## config.mk

```make
export PLATFORM = sky130hd
export DESIGN_NAME = pipeline_ctrl
export DESIGN_NICKNAME = d
export VERILOG_FILES = /design/src/rtl/pipeline_ctrl_pkg.sv /design/src/rtl/pipeline_ctrl_load_use_detect.sv /design/src/rtl/pipeline_ctrl.sv
export SDC_FILE = /design/constraint.sdc
export NUM_CORES = 1
export LEC_CHECK = 0
export CAP_MARGIN = 10
export CORE_UTILIZATION = 38
export CTS_CLUSTER_SIZE = 30
export DETAILED_ROUTE_END_ITERATION = 8
export DONT_BUFFER_PORTS = 1
export PLACE_DENSITY = 0.6
export SLEW_MARGIN = 15
export SYNTH_ARGS = -nofsm -noshare
export SYNTH_HDL_FRONTEND = slang
export SYNTH_HIERARCHICAL = 1
export SYNTH_SLANG_ARGS = --single-unit
```

## constraint.sdc

```tcl
create_clock -name clk -period 3.06 [get_ports clk]
set_clock_uncertainty 0.05 [all_clocks]
set_input_delay 0.612 -clock clk [delete_from_list [all_inputs] [get_ports clk]]
set_output_delay 0.612 -clock clk [all_outputs]
set_load 0.02 [all_outputs]
```

## src/rtl/pipeline_ctrl_pkg.sv

```systemverilog
`default_nettype none
// ============================================================================
// Module : pipeline_ctrl_pkg
// Brief  : Shared state encoding and constants for the pipeline hazard sequencer.
// Rev    : 1.0  initial release
// ============================================================================
package pipeline_ctrl_pkg;

    typedef enum logic [1:0] {
        S_RUN   = 2'd0,
        S_MWAIT = 2'd1,
        S_ERR   = 2'd2
    } pipe_state_t;

    localparam logic [4:0] REG_X0     = 5'd0;
    localparam int         WAIT_CNT_W = 8;

endpackage : pipeline_ctrl_pkg
`default_nettype wire

```

## src/rtl/pipeline_ctrl_load_use_detect.sv

```systemverilog
`default_nettype none
// ============================================================================
// Module : load_use_detect
// Brief  : Flags an ID-stage source that reads the destination of an EX-stage load.
// Rev    : 1.0  initial release
// ============================================================================
module load_use_detect
    import pipeline_ctrl_pkg::*;
(
    input  logic       MemRead_ex,
    input  logic [4:0] rdAddr_ex,
    input  logic [4:0] rs1Addr_id,
    input  logic [4:0] rs2Addr_id,
    output logic       hazard
);

    // x0 is hardwired to zero, so a load targeting it never creates a dependency
    assign hazard = MemRead_ex && (rdAddr_ex != REG_X0) &&
                    ((rdAddr_ex == rs1Addr_id) || (rdAddr_ex == rs2Addr_id));

endmodule : load_use_detect
`default_nettype wire

```

## src/rtl/pipeline_ctrl.sv

```systemverilog
`default_nettype none
// ============================================================================
// Module : pipeline_ctrl
// Brief  : Prioritised stall/flush sequencer with data-memory wait timeout.
//          Optional perf counters enabled by defining PIPE_PERF_EN.
// Rev    : 1.0  initial release
// ============================================================================
module pipeline_ctrl
    import pipeline_ctrl_pkg::*;
#(
    parameter int WAIT_MAX = 16,
    parameter int CNT_W    = 32
) (
    input  logic             clk,
    input  logic             reset,
    input  logic             MemRead_ex,
    input  logic [4:0]       rdAddr_ex,
    input  logic [4:0]       rs1Addr_id,
    input  logic [4:0]       rs2Addr_id,
    input  logic             Jump_id,
    input  logic             BranchTaken_ex,
    input  logic             dmem_req,
    input  logic             dmem_ready,
    output logic             PCWrite,
    output logic             IFWrite,
    output logic             IDEXWrite,
    output logic             EXMEMWrite,
    output logic             Stall,
    output logic             IF_flush,
    output logic             MEMWB_bubble,
    output logic             mem_err,
    output logic [CNT_W-1:0] stall_cnt,
    output logic [CNT_W-1:0] flush_cnt,
    output logic [CNT_W-1:0] mwait_cnt
);

    localparam logic [WAIT_CNT_W-1:0] c_wait_max = WAIT_CNT_W'(WAIT_MAX);

    pipe_state_t           r_state,    w_state_nxt;
    logic [WAIT_CNT_W-1:0] r_wait_cnt, w_wait_cnt_nxt;
    logic                  r_mem_err,  w_mem_err_nxt;
    logic                  w_memwait;
    logic                  w_hazard;

    load_use_detect u_load_use_detect (
        .MemRead_ex (MemRead_ex),
        .rdAddr_ex  (rdAddr_ex),
        .rs1Addr_id (rs1Addr_id),
        .rs2Addr_id (rs2Addr_id),
        .hazard     (w_hazard)
    );

    assign w_memwait = dmem_req && !dmem_ready;
    assign mem_err   = r_mem_err;

    always_ff @(posedge clk) begin
        if (reset) begin
            r_state    <= S_RUN;
            r_wait_cnt <= '0;
            r_mem_err  <= 1'b0;
        end else begin
            r_state    <= w_state_nxt;
            r_wait_cnt <= w_wait_cnt_nxt;
            r_mem_err  <= w_mem_err_nxt;
        end
    end

    always_comb begin
        w_state_nxt    = r_state;
        w_wait_cnt_nxt = r_wait_cnt;
        w_mem_err_nxt  = r_mem_err;
        PCWrite        = 1'b1;
        IFWrite        = 1'b1;
        IDEXWrite      = 1'b1;
        EXMEMWrite     = 1'b1;
        Stall          = 1'b0;
        IF_flush       = 1'b0;
        MEMWB_bubble   = 1'b0;

        case (r_state)
            S_RUN: begin
                if (w_memwait) begin
                    w_state_nxt    = S_MWAIT;
                    w_wait_cnt_nxt = WAIT_CNT_W'(1);
                end
            end
            S_MWAIT: begin
                if (dmem_ready) begin
                    w_state_nxt    = S_RUN;
                    w_wait_cnt_nxt = '0;
                end else if (r_wait_cnt == c_wait_max) begin
                    w_state_nxt   = S_ERR;
                    w_mem_err_nxt = 1'b1;
                end else begin
                    w_wait_cnt_nxt = r_wait_cnt + WAIT_CNT_W'(1);
                end
            end
            S_ERR: ;
            default: begin
                w_state_nxt    = S_RUN;
                w_wait_cnt_nxt = '0;
            end
        endcase

        // Reset forces the free-running defaults; otherwise strict priority order
        if (!reset) begin
            if (r_state == S_ERR || w_memwait) begin
                PCWrite      = 1'b0;
                IFWrite      = 1'b0;
                IDEXWrite    = 1'b0;
                EXMEMWrite   = 1'b0;
                MEMWB_bubble = 1'b1;
            end else if (BranchTaken_ex) begin
                IF_flush = 1'b1;
                Stall    = 1'b1;
            end else if (w_hazard) begin
                PCWrite = 1'b0;
                IFWrite = 1'b0;
                Stall   = 1'b1;
            end else if (Jump_id) begin
                IF_flush = 1'b1;
            end
        end
    end

`ifdef PIPE_PERF_EN
    logic [CNT_W-1:0] r_stall_cnt, r_flush_cnt, r_mwait_cnt;

    // Stall with PC held is unique to the load-use case (a branch keeps PC enabled)
    always_ff @(posedge clk) begin
        if (reset) begin
            r_stall_cnt <= '0;
            r_flush_cnt <= '0;
            r_mwait_cnt <= '0;
        end else begin
            r_stall_cnt <= r_stall_cnt + CNT_W'(Stall && !PCWrite);
            r_flush_cnt <= r_flush_cnt + CNT_W'(IF_flush);
            r_mwait_cnt <= r_mwait_cnt + CNT_W'(MEMWB_bubble);
        end
    end

    assign stall_cnt = r_stall_cnt;
    assign flush_cnt = r_flush_cnt;
    assign mwait_cnt = r_mwait_cnt;
`else
    assign stall_cnt = '0;
    assign flush_cnt = '0;
    assign mwait_cnt = '0;
`endif

endmodule : pipeline_ctrl
`default_nettype wire

```

==> results.cfg <==
[timing]
unrepaired_setup_endpoints_after_global_routing = false
tns_ns = 0
slew_headroom_pct = 53.3
fin_crit_ns = 2.45
finalCritPeriodShare_pct = 80.0
final_hold_viol_count = 0
achievable-frequency_mhz = 409
final_max_slew_viols = 0
setup-violations-final = 0
worst-slew-pin-transition_ns = 0.690

[synthesis]
synth.largest_area_cell = buf_4
unique_masters_post_synth = 36
postSynthCellCount = 199
synthArstFlopShare_pct = 0
yosys_warnings = 6
syn_area_mm2 = 0.00155
synth_sequential_area_ratio_pct = 14.2
largest_cells_by_area_after_synthesis = buf_4, dfxtp_1, xor2_1
synth.top_cell.area_share_pct = 47.4
ys_dominant_reg_cell = dfxtp_1
synth_area_per_cell_um2 = 7.80
ys_ff_latch = 11
synth_edf_count = 0

[final_layout]
fin_cells = 246
area_growth_syn_to_layout_pct = -17.7
antennaDiodeCount = 0
layout.nets = 223
fraction_of_final_layout_cells_sized_beyond_drive_strength_1_pct = 5.05

[power_and_ir_drop]
internal_power_w = 0.000258
clock_power_share_pct = 33.6
power_density_mw_per_mm2 = 356
power.net_switching_w = 0.000197
p_leak_nw = 0.610
net_sw_share_pct = 43.3
ir_worst_vdd_v = 0.000103
combinationalPowerShare_pct = 33.6
p_seq_share_pct = 32.8

[global_routing]
grt_busiest_layer = met2
number_of_antenna_violations_at_the_first_check_in_global_routing = 0
global_route.overflow_total = 0
grt_pass1_vias = 682
grt_use_total_pct = 9.77
grt_start_max_net_pins = 19
grtUsageMet3_pct = 2.41
globalRouteMet1Util_pct = 11.2
grt_first_pass_wirelength_um = 3180
use_met2_pct = 15.4

[detailed_routing]
drtPass1Iterations = 4
ant_nets = 0
routed_via_density = 3.97
detail_route.wl_per_cell_um = 8.48
count_of_vias_placed_by_the_detailed_router = 976
first_iter_violations = 11
drt_drc_violations_left = 0
detail_route.wirelength_um = 2090

[die]
dieHeight_um = 65.9
core_area_mm2 = 0.00380
floorplan.die.width_um = 65.9
core.rowCount = 22
initial_utilization_pct = 40.9
dieArea_mm2 = 0.00435
floorplan.io_pins = 126

[hold_path]
min_delay_worst_endpoint = r_state[1]
min-delay-start = reset
min_delay_path_depth = 1
hold_class = in -> reg

[worst_setup_path]
worst_path_max_delay_cell = nor3_1
critPathRequiredTime_ns = 2.40
worst_r2r_src = r_wait_cnt[0]
setup.worst_path.end_class = primary output
cp.arrival_ns = 1.78
critical_path.cell_chain = xor2_1 > nor3_1 > nand3_1 > a21oi_1 > nor2_1 > nor3_1
biggest_fanout_along_the_worst_timing_path = 3
r2r-end = r_wait_cnt[1]
worst-r2r-setup-slack_ns = 1.33
r2r.worst_path.cells = 5
critical_path.most_common_cell = nor3_1
timing.setup.critical_path_class = in -> out
critical_path.startpoint_type = primary input
critical_path.max_stage_delay_ns = 0.49

[clock_network]
htree_levels = 1
inserted_clock_buffers = 3
ctsRootBufferMaster = clkbuf_8
cts.repair.resized = 0
post_cts_hold_buffer_count = 0
tritoncts = done
clock_insertion_delay_worst_skew_ns = 0.25
cts.repair_timing.setup_buffer_count = 0
clock_path_buffers = 2
worst_setup_hold_path_clk_slew_ns = 0.06
clock_sink_count = 11

[run_status]
run_status = completed

[placement]
dpl.cell_count = 242
io_buffer_count = 0
detailed_place_hpwl_um = 1700
finalWeightedCongestion = 0.818

[flow_run]
max_cap_violations = 0
## cell families (layout without fill, tap and decap cells)
kind of cell    count (synthesis)  in the layout  synth area share (%)
simple gates                   44             44                  16.3
fa+ha+maj                       2              2                  1.61
flops                          11             11                  14.2
buf+inv                       108             12                  50.0
xor+xnor                       12             12                  6.77
other cells                     1             96                 0.242
mux                             4              4                  2.58
compound gates                 17             17                  8.38
## cell type report
class	count	area (um^2)
inverter	6	22.5
sequential	11	220
clock buffer	3	41.3
timing repair buffer	2	15.0
fill	428	2520
clock inverter	1	5.00
multi-input combinational	175	913
tap	48	60.1
## power by group through the flow
stage / Sequential [W] / Clock (W) / Combinational, W
after floorplan: 0.000150 / 0 / 0.000243
after global placement: 0.000152 / 0 / 0.000150
after detailed placement: 0.000152 / 0 / 0.000150
after CTS: 0.000149 / 0.000157 / 0.000151
after global routing: 0.000149 / 0.000164 / 0.000166
final: 0.000149 / 0.000153 / 0.000153
## critical path, delay by kind of cell
| kind | cells | cell delay (ns) |
|---|---|---|
| compound gates | 1 | 0.19 |
| xor+xnor | 1 | 0.14 |
| simple gates | 4 | 0.85 |
## cells in the mapped netlist, types with 2 or more instances
master / count
a211oi_1: 2
a21oi_1: 6
buf_2: 2
buf_4: 98
clkbuf_1: 2
dfxtp_1: 11
ha_1: 2
inv_1: 6
mux2i_1: 4
nand2_1: 6
nand3_1: 7
nand4_1: 4
nand4b_1: 4
nor2_1: 8
nor3_1: 5
o21ai_1: 2
xnor2_1: 4
xor2_1: 8
## per-layer routing
layer	wire length [um]	up-vias	part of all wire, %
met4	60	0	2.9
met5	0	-	0
li1	-	459	-
met2	995	69	48
met1	824	443	39
met3	207	5	9.9
## stage by stage
step	hold slack, ns	area (um^2)	utilization [%]	power [W]	worst slack (ns)
floorplan	0.437	1910	-	0.000393	0.403
global placement	0.460	1230	32.4	0.000302	0.640
detailed placement	0.469	1230	32.4	0.000302	0.617
CTS	0.374	1280	33.6	0.000457	0.606
global route	0.370	1280	33.6	0.000479	0.497
finish	0.379	1280	33.6	0.000455	0.614
## cells in the final DEF (no fill, tap or decap), types with 2 or more instances in the layout
master / n
nand4_1: 4
nor2_1: 8
xor2_1: 8
dfxtp_1: 11
mux2i_1: 4
a211oi_1: 2
conb_1: 96
nand3_1: 7
clkbuf_8: 3
a21oi_1: 6
buf_4: 2
nand4b_1: 4
xnor2_1: 4
ha_1: 2
inv_1: 6
o21ai_1: 2
nor3_1: 5
nand2_1: 6
## flip-flops by register name, summed over array words and instances, names as in the netlist
name        flops
r_wait_cnt      8
mem_err         1
r_state         2
## worst max path at each step
stage                      start      end  slack [ns]  cells past startpoint
floorplan           rdAddr_ex[1]  PCWrite        0.40                      7
global placement    rdAddr_ex[3]    Stall        0.64                      6
detailed placement  rdAddr_ex[0]    Stall        0.62                      6
CTS                 rdAddr_ex[0]    Stall        0.61                      6
global route        rdAddr_ex[0]    Stall        0.50                      6
finish              rdAddr_ex[0]    Stall        0.61                      6
Power figures use the tool's default switching activity.
